===== config.mk =====
export PLATFORM = sky130hd
export DESIGN_NAME = knn_vote
export DESIGN_NICKNAME = d
export VERILOG_FILES = /design/src/rtl/knn_vote_pkg.sv /design/src/rtl/knn_label_ram.sv /design/src/rtl/knn_vote.sv
export SDC_FILE = /design/constraint.sdc
export NUM_CORES = 1
export LEC_CHECK = 0
export ABC_AREA = 1
export CORE_MARGIN = 4
export CORE_UTILIZATION = 29
export CTS_CLUSTER_DIAMETER = 80
export DETAILED_ROUTE_END_ITERATION = 10
export PLACE_DENSITY = 0.51
export SLEW_MARGIN = 20
export SYNTH_ARGS = -nofsm -noshare
export SYNTH_HDL_FRONTEND = slang
export SYNTH_SLANG_ARGS = --single-unit

===== constraint.sdc =====
create_clock -name clk -period 10.2 [get_ports clk]
set_input_delay 2.55 -clock clk [delete_from_list [all_inputs] [get_ports clk]]
set_output_delay 2.55 -clock clk [all_outputs]
set_load 0.02 [all_outputs]

===== src/rtl/knn_vote_pkg.sv =====
// knn_vote_pkg: shared parameters, FSM states and register bundle for the KNN vote stage
package knn_vote_pkg;
  localparam int K = 6;
  localparam int N_PTS = 128;
  localparam int IDX_W = 7;
  localparam int LABEL_W = 4;
  localparam int NUM_CLASSES = 10;
  localparam int CNT_W = 3;
  localparam int STEP_W = 4;
  typedef enum logic [2:0] {S_IDLE, S_READ, S_MAX, S_PICK, S_DONE} state_e;
  typedef struct packed {
    state_e state;
    logic [STEP_W-1:0] step;
    logic [K-1:0][IDX_W-1:0] idx;
    logic [K-1:0][LABEL_W-1:0] lab;
    logic [NUM_CLASSES-1:0][CNT_W-1:0] cnt;
    logic [CNT_W-1:0] mx;
    logic [1:0] nmax;
    logic [LABEL_W-1:0] win;
    logic found;
    logic busy;
    logic res_valid;
    logic [LABEL_W-1:0] res_label;
    logic [CNT_W-1:0] res_votes;
    logic res_tie;
    logic overrun;
  } vote_t;
endpackage


===== src/rtl/knn_label_ram.sv =====
// knn_label_ram: N_PTS x LABEL_W label store, one write port, one synchronous read-first port
module knn_label_ram
  import knn_vote_pkg::*;
(
  input  logic               clk,
  input  logic               we,
  input  logic [IDX_W-1:0]   waddr,
  input  logic [LABEL_W-1:0] wdata,
  input  logic [IDX_W-1:0]   raddr,
  output logic [LABEL_W-1:0] rdata
);
  logic [LABEL_W-1:0] mem [N_PTS];
  always_ff @(posedge clk) begin
    if (we) mem[waddr] <= wdata;
    rdata <= mem[raddr];
  end
endmodule


===== src/rtl/knn_vote.sv =====
// knn_vote: majority vote over the K nearest neighbour labels, nearest neighbour breaks ties
module knn_vote
  import knn_vote_pkg::*;
(
  input  logic               clk,
  input  logic               rst,
  input  logic               clr,
  input  logic               lbl_we,
  input  logic [IDX_W-1:0]   lbl_waddr,
  input  logic [LABEL_W-1:0] lbl_wdata,
  input  logic               nb_valid,
  input  logic [K*IDX_W-1:0] nb_idx,
  output logic               busy,
  output logic               res_valid,
  output logic [LABEL_W-1:0] res_label,
  output logic [CNT_W-1:0]   res_votes,
  output logic               res_tie,
  output logic               overrun
);
  vote_t st_q, st_d;
  logic [IDX_W-1:0] raddr;
  logic [LABEL_W-1:0] rdata, lab_sel;
  logic [CNT_W-1:0] cnt_cur, cnt_lab;
  knn_label_ram u_ram (
    .clk(clk), .we(lbl_we), .waddr(lbl_waddr), .wdata(lbl_wdata), .raddr(raddr), .rdata(rdata)
  );
  // step doubles as read address pointer, class scan pointer and neighbour scan pointer
  always_comb begin
    raddr = '0;
    lab_sel = '0;
    cnt_cur = '0;
    cnt_lab = '0;
    for (int k = 0; k < K; k++)
      if (st_q.step == STEP_W'(k)) begin
        raddr = st_q.idx[k];
        lab_sel = st_q.lab[k];
      end
    for (int c = 0; c < NUM_CLASSES; c++) begin
      if (st_q.step == STEP_W'(c)) cnt_cur = st_q.cnt[c];
      if (lab_sel == LABEL_W'(c)) cnt_lab = st_q.cnt[c];
    end
  end
  always_comb begin
    st_d = st_q;
    st_d.res_valid = 1'b0;
    st_d.overrun = st_q.overrun | (nb_valid & st_q.busy);
    case (st_q.state)
      S_READ: begin
        for (int j = 0; j < K; j++)
          if (st_q.step == STEP_W'(j + 1)) st_d.lab[j] = rdata;
        for (int c = 0; c < NUM_CLASSES; c++)
          if (st_q.step != '0 && rdata == LABEL_W'(c)) st_d.cnt[c] = st_q.cnt[c] + 1'b1;
        st_d.step = st_q.step + 1'b1;
        if (st_q.step == STEP_W'(K)) begin
          st_d.state = S_MAX;
          st_d.step = '0;
        end
      end
      S_MAX: begin
        if (cnt_cur > st_q.mx) begin
          st_d.mx = cnt_cur;
          st_d.nmax = 2'd1;
        end else if (cnt_cur == st_q.mx && st_q.nmax != 2'd2) st_d.nmax = st_q.nmax + 2'd1;
        st_d.step = st_q.step + 1'b1;
        if (st_q.step == STEP_W'(NUM_CLASSES - 1)) begin
          st_d.state = S_PICK;
          st_d.step = '0;
        end
      end
      S_PICK: begin
        if (!st_q.found && lab_sel < LABEL_W'(NUM_CLASSES) && cnt_lab == st_q.mx) begin
          st_d.win = lab_sel;
          st_d.found = 1'b1;
        end
        st_d.step = st_q.step + 1'b1;
        if (st_q.step == STEP_W'(K - 1)) begin
          st_d.state = S_DONE;
          st_d.busy = 1'b0;
          st_d.res_valid = 1'b1;
          st_d.res_label = (st_q.mx == '0) ? '1 : st_d.win;
          st_d.res_votes = st_q.mx;
          st_d.res_tie = st_q.nmax == 2'd2 && st_q.mx != '0;
        end
      end
      S_DONE: st_d.state = S_IDLE;
      default: ;
    endcase
    // busy is low only in IDLE and DONE, so a query can start back-to-back from DONE
    if (nb_valid && !st_q.busy) begin
      st_d.state = S_READ;
      st_d.step = '0;
      st_d.idx = nb_idx;
      st_d.cnt = '0;
      st_d.mx = '0;
      st_d.nmax = '0;
      st_d.found = 1'b0;
      st_d.busy = 1'b1;
    end
    if (clr) st_d = '0;
  end
  always_ff @(posedge clk or posedge rst)
    if (rst) st_q <= '0;
    else st_q <= st_d;
  assign busy = st_q.busy;
  assign res_valid = st_q.res_valid;
  assign res_label = st_q.res_label;
  assign res_votes = st_q.res_votes;
  assign res_tie = st_q.res_tie;
  assign overrun = st_q.overrun;
endmodule


# Yosys cells after proc, flatten, opt, wreduce, memory -nomap -nowiden
# Memories as Yosys holds them, arrays and structs flattened. A register that Yosys moved wholly into a read port is not among the register bits.
# Cells that the tools add are included.
# word_totals
regBits	124
latchBits	0
ram_bits	512
mem_bits_ro	0
in_bits	58
elab_cells	230
n_memories	1
# mem_list
memory	depth	width	rd	rd_ports_with_merged_regs	wr	line	rtl
u_ram.mem	128	4	1	1	1	knn_label_ram.sv:12	logic [LABEL_W-1:0] mem [N_PTS];
# op_classes
addsub	12
multipliers	0
div	0
n_lt_le_gt_ge	2
eq_ne	38
shift	0
muxes	68
bitwise	2
reduce_logical	73
# op_table
operator	count
$mux 124	1
$mux 3	32
$mux 7	8
$mux 54	1
$mux 4	13
$reduce_bool 3->1	17
$mux 49	1
$eq 4x3->1 const B	12
$reduce_and 2->1	21
$mux 35	1
$add 3x1->3 const B	10
$eq 4x2->1 const B	6
$eq 4x4->1 const B	6
$reduce_bool 2->1	9
$logic_and 1x1->1	15
$mux 15	1
$eq 4x1->1 const B	3
$logic_not 4->1	3
$ne 4x4->1 const B	3
$pmux 3 s4	1
$pmux 4 s3	1
$mux 10	1
$mux 5	2
$reduce_bool 4->1	2
19 further kinds	25

# Depth between registers and ports, before layout
# Gate-level depths: netlist of the first run.
# depth
depth_word	26
ltp_mapped	26
mapped_depth_nobuf	25

# Modules after synthesis
# Synthesis of the first run repeated with hierarchy kept, for this count alone.
# hier_totals
cells_unflattened	2794
area_unflattened_um2	28497.3
# by_module_without_submodules
module	instances	cells_per_inst	area_per_inst_um2	seq_area_each_um2
knn_label_ram	1	1886	21495.6	15454.8
knn_vote	1	908	7001.7	3103.0

# Worst setup path after synthesis of the first run
# No wires, ideal clock.
# synth_path
kind	input -> register
startpoint	in nb_valid
endpoint	reg st_q[122] (netlist name)
arrival_ps	3996
required_ps	10116
slack_ps	6120
path_stages	8
cell_sequence	nand2_1 -> inv_2 -> nor2_1 -> inv_1 -> nor2_1 -> a2111oi_0 -> o2111ai_1 -> o21ai_0
# synth_between
elab_chain_cells	3
# synth_lines
element	line	rtl
start, declared	knn_vote.sv:11	input logic nb_valid,
$logic_and 1x1->1 (*)	knn_vote.sv:89	if (nb_valid && !st_q.busy) begin
$ne 4x4->1 (no line), or another cell as far along	--	
$reduce_and 4->1 (no line) or $mux 124 (tied branches)	--	
end signal, assigned	knn_vote.sv:103	else st_q <= st_d;
end, declared	knn_vote.sv:20	vote_t st_q, st_d;
# Mark *: on every way between the ends. The rest lies on a longest branch, timed or not. The select of a mux whose other input is x is not followed.
# A chain may end at the register's enable or synchronous reset.

# Worst setup path after layout of the first run
# layout_path
startpoint	reg st_q[118] (netlist name)
endpoint	reg u_ram.rdata[0], read port of u_ram.mem
# layout_between
elab_chain_cells	7
# layout_lines
element	line	rtl
$logic_not 4->1	knn_vote.sv:34	if (st_q.step == STEP_W'(k)) begin
$mux 7 (5 in series)	knn_vote.sv:34	
$mux 7 (*)	knn_vote.sv:34	
end, declared	knn_label_ram.sv:10	output logic [LABEL_W-1:0] rdata
# Mark *: on every way between the ends. The rest lies on a longest branch, timed or not.

==> reports/metrics.yaml, run 1 <==
sta:
  fin_crit_sh: 0.523
  drv_slew: 0
  rsz0062_at_grt: "false"
  fmax_mhz: 187
  final-setup-viol-count: 0
  min_period_ps: 5330
  worst_slew_pin_slew_ps: 1080
  skew_ps: 22.1
  max_slew_margin: 0.278
  finalSetupTns_ps: 0
  finalHoldViolations: 0
detailed_routing:
  drt_drc_violations_left: 0
  via_per_inst: 5.05
  via_count: 19563
  dr.pass1.iters: 6
  drt_iter0_drc: 1591
  wl_per_cell_um: 20.3
  antenna_left: 0
  wirelength_um: 78600
grt:
  met2_usage: 0.244
  grt_util_met1: 0.204
  grt-ovfl-total: 0
  grt_pass1_vias: 19814
  antenna_found_initial: 0
  top_usage_layer: "met2"
  grt_max_degree: 146
  met3_usage: 0.0285
  grtUsageTotal: 0.150
  grt_pass1_wl_um: 120000
floorplan:
  dieArea_um2: 103000
  dieHeight_um: 320
  core_um2: 96700
  die_w_um: 320
  io_pins: 69
  row_count: 114
  start_util: 0.293
setup_path:
  cp_slowest_cell: "inv_6"
  cp.required_ps: 10770
  start_kind: "register"
  r2r_start: "st_q[118]"
  r2r_setup_slack_ps: 4870
  endpoint: "u_ram.rdata[0]"
  crit_type: "register to register"
  path_cells: "inv_1 -> ha_1 -> inv_2 -> nor2_2 -> a22oi_1 -> o21ai_1 -> nand2_1 -> o2111ai_2 -> nand2_8 -> inv_6 -> buf_6 -> o21ai_1 -> o211ai_1 -> nand3_1 -> nand3_1 -> nand3_1 -> nand2_1 -> nand2_1 -> nand2_1"
  reg2reg_to: "u_ram.rdata[0]"
  arrival_ps: 5900
  r2r_cells: 19
  crit_top_cell: "nand2_1"
  slowest_delay_ps: 870
  crit_path_max_fanout: 145
  worst_setup_path_end_kind: "register"
  critPathLaunch: "st_q[118]"
synthesis:
  async_flop_share: 0.194
  synth_ff_type: "edfxtp_1"
  syn_inst: 2526
  yosys-top-cells-area: "edfxtp_1 (54%), dfrtp_1 (11%), o211ai_1 (6.0%), nor2_1 (4.6%), nand3_1 (4.4%)"
  yosysTopAreaCell: "edfxtp_1"
  syn_nets: 2602
  synth_common_cells: "edfxtp_1 (512), nor2_1 (347), nand3_1 (249)"
  syn_area_um2: 28300
  synth_most_common_cell: "edfxtp_1"
  yosysSeqAreaShare: 0.656
  ys_ff_latch: 640
  synth.top_cell.area_share: 0.544
  synth.distinct_cells: 54
  synth_warnings: 0
  syn_avg_cell_area_um2: 11.2
  synth_edf_count: 512
finish:
  n_fill_cell: 9688
  syn_to_final_growth_pct: 14.7
  register_area_um2: 18600
  drive_above_1_share: 0.0888
  layout.nets: 2623
  multi_input_area_um2: 8570
  fin_util: 0.335
  antenna_cells: 0
power_and_ir_drop:
  p_leak_uw: 0.0109
  powerDensity_nw_per_um2: 211
  p_total_uw: 6830
  ir_drop_mv: 0.112
cts:
  clk_latency_ps: 620
  htreeDepth: 3
  numCtsBuffers: 73
  clock_tree.buffer_depth: 3
  holdBufCountCts: 0
  cts_resized: 0
  cts_setup_buffers: 0
  cts_tree: "done"
  root_buffer: "clkbuf_16"
  path_clk_slew_ps: 60
  clock-sinks: 640
outcome:
  run_status: "complete, no violations"
placed_design:
  port_buffers: 68
  dp_hpwl_um: 47900
  globalplace.congestion: 0.844
job:
  drv_cap: 0
worst_hold_path:
  hold_start: "st_q[94]"
  worstHoldPathType: "register to register"
## layout by cell type (no fill, tap or decap), drive strengths merged, types with 4 or more instances in the layout
cell / n
or2: 122
buf: 34
clkinv: 26
and2: 7
nor3: 19
o21a: 9
ha: 18
o21ai: 260
dfrtp: 124
o22ai: 4
nand3: 249
nand2: 255
inv: 129
nand4: 19
bufinv: 4
clkbuf: 97
clkdlybuf4s50: 64
a22oi: 5
o211ai: 227
o2111ai: 4
a21oi: 31
nor2: 360
edfxtp: 512
dfxtp: 4
o221ai: 4
## through the flow
stage	hold WS [ps]	setup slack, ps	cells	instance area [µm²]
4_1_cts	478	4500	3877	32400
3_5_place_dp	461	4160	3748	30100
6_report	472	4870	3877	32400
2_1_floorplan	437	4350	2526	28300
5_1_grt	507	4390	3877	32400
3_3_place_gp	458	4080	3748	30100
## critical path, delay by kind of cell (launching register included)
family	cells	cell delay, ps
buffers and inverters	4	1900
AND/OR/NAND/NOR	9	1600
adder cells (fa/ha/maj)	1	390
flip-flops	1	390
AO/OA/AOI/OAI	5	870
## sequential cells by signal, indices dropped and copies added (netlist names)
register     flops
busy             1
overrun          1
res_label        4
res_tie          1
res_valid        1
res_votes        3
st_q           113
u_ram.mem      512
u_ram.rdata      4
## metal layers
metal / up-vias / routed length [µm]
li1: 9136 / -
met4: 0 / 2100
met5: - / 0
met3: 133 / 4510
met1: 9703 / 35100
met2: 591 / 36900
## area by class of cell
cell class | count | area share
sequential | 640 | 0.572
multi-input combinational | 1607 | 0.264
clock buffer | 97 | 0.0619
inverter | 127 | 0.0150
clock inverter | 32 | 0.00960
tap | 1276 | 0.0492
timing repair buffer | 98 | 0.0280
## where the power goes
| group | internal [µW] | switching (µW) |
|---|---|---|
| combinational | 384 | 950 |
| sequential | 2890 | 56.7 |
| clock | 1490 | 1060 |
## worst min path at each step
stage / endpoint / slack [ps] / cells past startpoint
after floorplan: st_q[116] / 440 / 2
after global routing: st_q[66] / 510 / 2
after CTS: st_q[93] / 480 / 2
after detailed placement: st_q[93] / 460 / 2
final: st_q[94] / 470 / 2
after global placement: st_q[91] / 460 / 2
## cells by family after synthesis
kind of cell,after synthesis,synth area share
AO/OA/AOI/OAI,552,0.122
buffers and inverters,279,0.0431
multiplexers,2,0.000752
AND/OR/NAND/NOR,1035,0.170
flip-flops,640,0.656
adder cells (fa/ha/maj),18,0.00796
No activity file was read; power rests on OpenSTA's default activity.
==> inputs of run 2 (changes only) <==
--- a/config.mk
+++ b/config.mk
@@ -10,7 +10,7 @@
 export CORE_UTILIZATION = 29
 export CTS_CLUSTER_DIAMETER = 80
 export DETAILED_ROUTE_END_ITERATION = 10
-export PLACE_DENSITY = 0.51
+export PLACE_DENSITY = 0.53
 export SLEW_MARGIN = 20
 export SYNTH_ARGS = -nofsm -noshare
 export SYNTH_HDL_FRONTEND = slang
==> constraint.sdc (replaced) <==
create_clock -name clk -period 4.5 [get_ports clk]
set_input_delay 1.125 -clock clk [delete_from_list [all_inputs] [get_ports clk]]
set_output_delay 1.125 -clock clk [all_outputs]
set_load 0.02 [all_outputs]
==> run 2 against run 1 <==
Clock-buffer cell count is 10 lower; routed wire length fell by 0.58%; sequential share of layout area is 0.46 points lower; clock skew is 8.9 ps higher; non-clock buffer count is 24 higher; total power rose by 120%; final cell count rose by 0.67%; combinational power is 130% higher; register-to-register slack got worse by 4300 ps; via count fell by 0.94%; critical endpoint is now u_ram.rdata[1].
==> reports/metrics.yaml, run 2 (synthesized netlist as in run 1, its figures left out) <==
outcome:
  run_status: "complete, no violations"  # unchanged
cts:
  cts_tree: "done"  # unchanged
  htreeDepth: 3  # unchanged
  clk_latency_ps: 630  # was 620 ps
  clock-sinks: 640  # unchanged
  cts_setup_buffers: 0  # unchanged
  numCtsBuffers: 71  # was 73
  path_clk_slew_ps: 60  # about the same
  holdBufCountCts: 0  # unchanged
  root_buffer: "clkbuf_16"  # unchanged
  clock_tree.buffer_depth: 3  # unchanged
  cts_resized: 0  # unchanged
placed_design:
  dp_hpwl_um: 48100  # was 47900 µm
  placed_cells: 3772  # was 3748
  port_buffers: 68  # unchanged
  globalplace.congestion: 0.837  # was 0.844
setup_path:
  crit_top_cell: "nand2_1"  # unchanged
  r2r_setup_slack_ps: 520  # was 4870 ps
  cp_slowest_cell: "nor2_2"  # was inv_6
  slowest_delay_ps: 430  # was 870 ps
  worst_setup_path_end_kind: "register"  # unchanged
  path_cells: "inv_1 -> ha_1 -> inv_2 -> nor2_2 -> a22oi_1 -> o21ai_1 -> nand2_1 -> o2111ai_2 -> nand2_8 -> inv_6 -> buf_12 -> nor2_1 -> nor2_1 -> o21ai_0 -> o211ai_1 -> nand3_1 -> nand3_1 -> nand3_1 -> nand2_1 -> nand2_1 -> nand2_1"  # was inv_1 -> ha_1 -> inv_2 -> nor2_2 -> a22oi_1 -> o21ai_1 -> nand2_1 -> o2111ai_2 -> nand2_8 -> inv_6 -> buf_6 -> o21ai_1 -> o211ai_1 -> nand3_1 -> nand3_1 -> nand3_1 -> nand2_1 -> nand2_1 -> nand2_1
  r2r_start: "st_q[118]"  # unchanged
  r2r_cells: 21  # was 19
  arrival_ps: 4540  # was 5900 ps
  crit_path_max_fanout: 46  # was 145
  cp.required_ps: 5060  # was 10770 ps
  crit_type: "register to register"  # unchanged
  start_kind: "register"  # unchanged
  reg2reg_to: "u_ram.rdata[1]"  # was u_ram.rdata[0]
power_and_ir_drop:
  ir_drop_mv: 0.305  # was 0.112 mV
  seqPwrFrac: 0.438  # was 0.432
  p_leak_uw: 0.0111  # was 0.0109 µW
  internal_power_uw: 10600  # was 4770 µW
  p_total_uw: 15400  # was 6830 µW
  power.switching_uw: 4730  # was 2060 µW
  p_sw_frac: 0.308  # was 0.302
  clkPwrFrac: 0.364  # was 0.373
  powerDensity_nw_per_um2: 470  # was 211 nW/µm²
  combinationalPowerShare: 0.198  # was 0.195
detailed_routing:
  antenna_left: 0  # unchanged
  drt_iter0_drc: 1678  # was 1591
  wirelength_um: 78100  # was 78600 µm
  via_per_inst: 4.97  # was 5.05
  wl_per_cell_um: 20.0  # was 20.3 µm
  via_count: 19379  # was 19563
  drt_drc_violations_left: 0  # unchanged
  dr.pass1.iters: 5  # was 6
sta:
  rsz0062_at_grt: "false"  # unchanged
  fin_crit_sh: 0.884  # was 0.523
  finalHoldViolations: 0  # unchanged
  max_slew_margin: 0.360  # was 0.278
  worst_slew_pin_slew_ps: 961  # was 1080 ps
  drv_slew: 0  # unchanged
  final-setup-viol-count: 0  # unchanged
  finalSetupTns_ps: 0  # unchanged
  fmax_mhz: 251  # was 187 MHz
  min_period_ps: 3980  # was 5330 ps
  skew_ps: 31.0  # was 22.1 ps
grt:
  grt_pass1_wl_um: 120000  # about the same
  grt_max_degree: 125  # was 146
  top_usage_layer: "met2"  # unchanged
  grt_util_met1: 0.204  # about the same
  grt_pass1_vias: 19813  # was 19814
  met3_usage: 0.0285  # about the same
  antenna_found_initial: 0  # unchanged
  met2_usage: 0.244  # about the same
  grt-ovfl-total: 0  # unchanged
  grtUsageTotal: 0.150  # about the same
worst_hold_path:
  hold_start: "st_q[62]"  # was st_q[94]
  worstHoldPathType: "register to register"  # unchanged
  min_path_cells: 2  # unchanged
  holdPathEnd: "st_q[62]"  # was st_q[94]
finish:
  final_cell_mix: "edfxtp_1 (512), nor2_1 (346), nand3_1 (249), o21ai_0 (242), nand2_1 (234)"  # unchanged
  final_common_cell: "edfxtp_1"  # unchanged
  regMostFlops: "u_ram.mem"  # unchanged
  antenna_cells: 0  # unchanged
  largest_reg_flops: 512  # unchanged
  layoutNonFillerInstCount: 3903  # was 3877
  syn_to_final_growth_pct: 15.6  # was 14.7%
  largest_registers: "u_ram.mem x512, st_q x113"  # unchanged
  layout.nets: 2645  # was 2623
  drive_above_1_share: 0.0978  # was 0.0888
floorplan:
  dieArea_um2: 103000  # unchanged
  start_util: 0.293  # unchanged
  io_pins: 69  # unchanged
  row_count: 114  # unchanged
  dieHeight_um: 320  # unchanged
  core_um2: 96700  # unchanged
  die_w_um: 320  # unchanged
job:
  drv_cap: 0  # unchanged
run 2: cell count changes in the layout (fill, tap and decap cells not counted), moves of 2 or more:
cell        change
clkbuf_8        -2
clkbuf_16       -4
clkinv_1        +3
buf_6           -3
clkinvlp_4      +3
clkinv_2        +4
buf_4          +12
bufinv_16       -2
buf_12         +15
clkbuf_1        -4
run 2: power by group through the flow:
| stage | sequential, µW | clock (µW) | combinational [µW] |
|---|---|---|---|
| after floorplan | 6760 | 0 | 2030 |
| after global placement | 6840 | 0 | 3040 |
| after detailed placement | 6840 | 0 | 3060 |
| after CTS | 6720 | 5700 | 3060 |
| after global routing | 6730 | 5970 | 3380 |
| final | 6720 | 5590 | 3040 |
run 2: final cells by class:
type                       count  area (µm²)
tap                         1276        1600
fill                        9755       64000
multi-input combinational   1607        8570
sequential                   640       18600
clock buffer                  87        1870
inverter                     127         487
timing repair buffer         122        1260
clock inverter                44         364
run 2: how the worst max path moves through the flow:
stage / startpoint / to / slack (ps) / cells past startpoint
finish: st_q[118] / u_ram.rdata[1] / 520 / 21
global route: st_q[118] / u_ram.rdata[3] / 30 / 21
CTS: st_q[118] / u_ram.rdata[1] / 540 / 21
detailed placement: st_q[118] / u_ram.rdata[1] / 530 / 21
global placement: st_q[118] / u_ram.rdata[1] / 670 / 21
floorplan: rst / busy / 80 / 1
run 2: layer usage:
metal	share of wire	wire length, µm	vias up
met3	0.056	4370	147
met1	0.45	35500	9500
met2	0.46	35900	531
li1	-	-	9201
met4	0.030	2360	0
met5	0	0	-
run 2: per-stage QoR:
stage          area (µm²)   util  setup WS, ps  hold WS (ps)
6_report            32700  0.338           522           478
5_1_grt             32700  0.338          34.1           506
4_1_cts             32700  0.338           535           482
3_5_place_dp        30500  0.315           528           467
3_3_place_gp        30500  0.315           667           465
2_1_floorplan       28300      -          75.8           437
run 2: worst max-delay path, delay by kind of cell, from the launching register on:
family	cells	cell delay, ps
and+or+nand+nor	11	1520
adders and majority gates	1	360
AOI/OAI and AO/OA	5	670
DFF	1	390
buffers and inverters	4	920
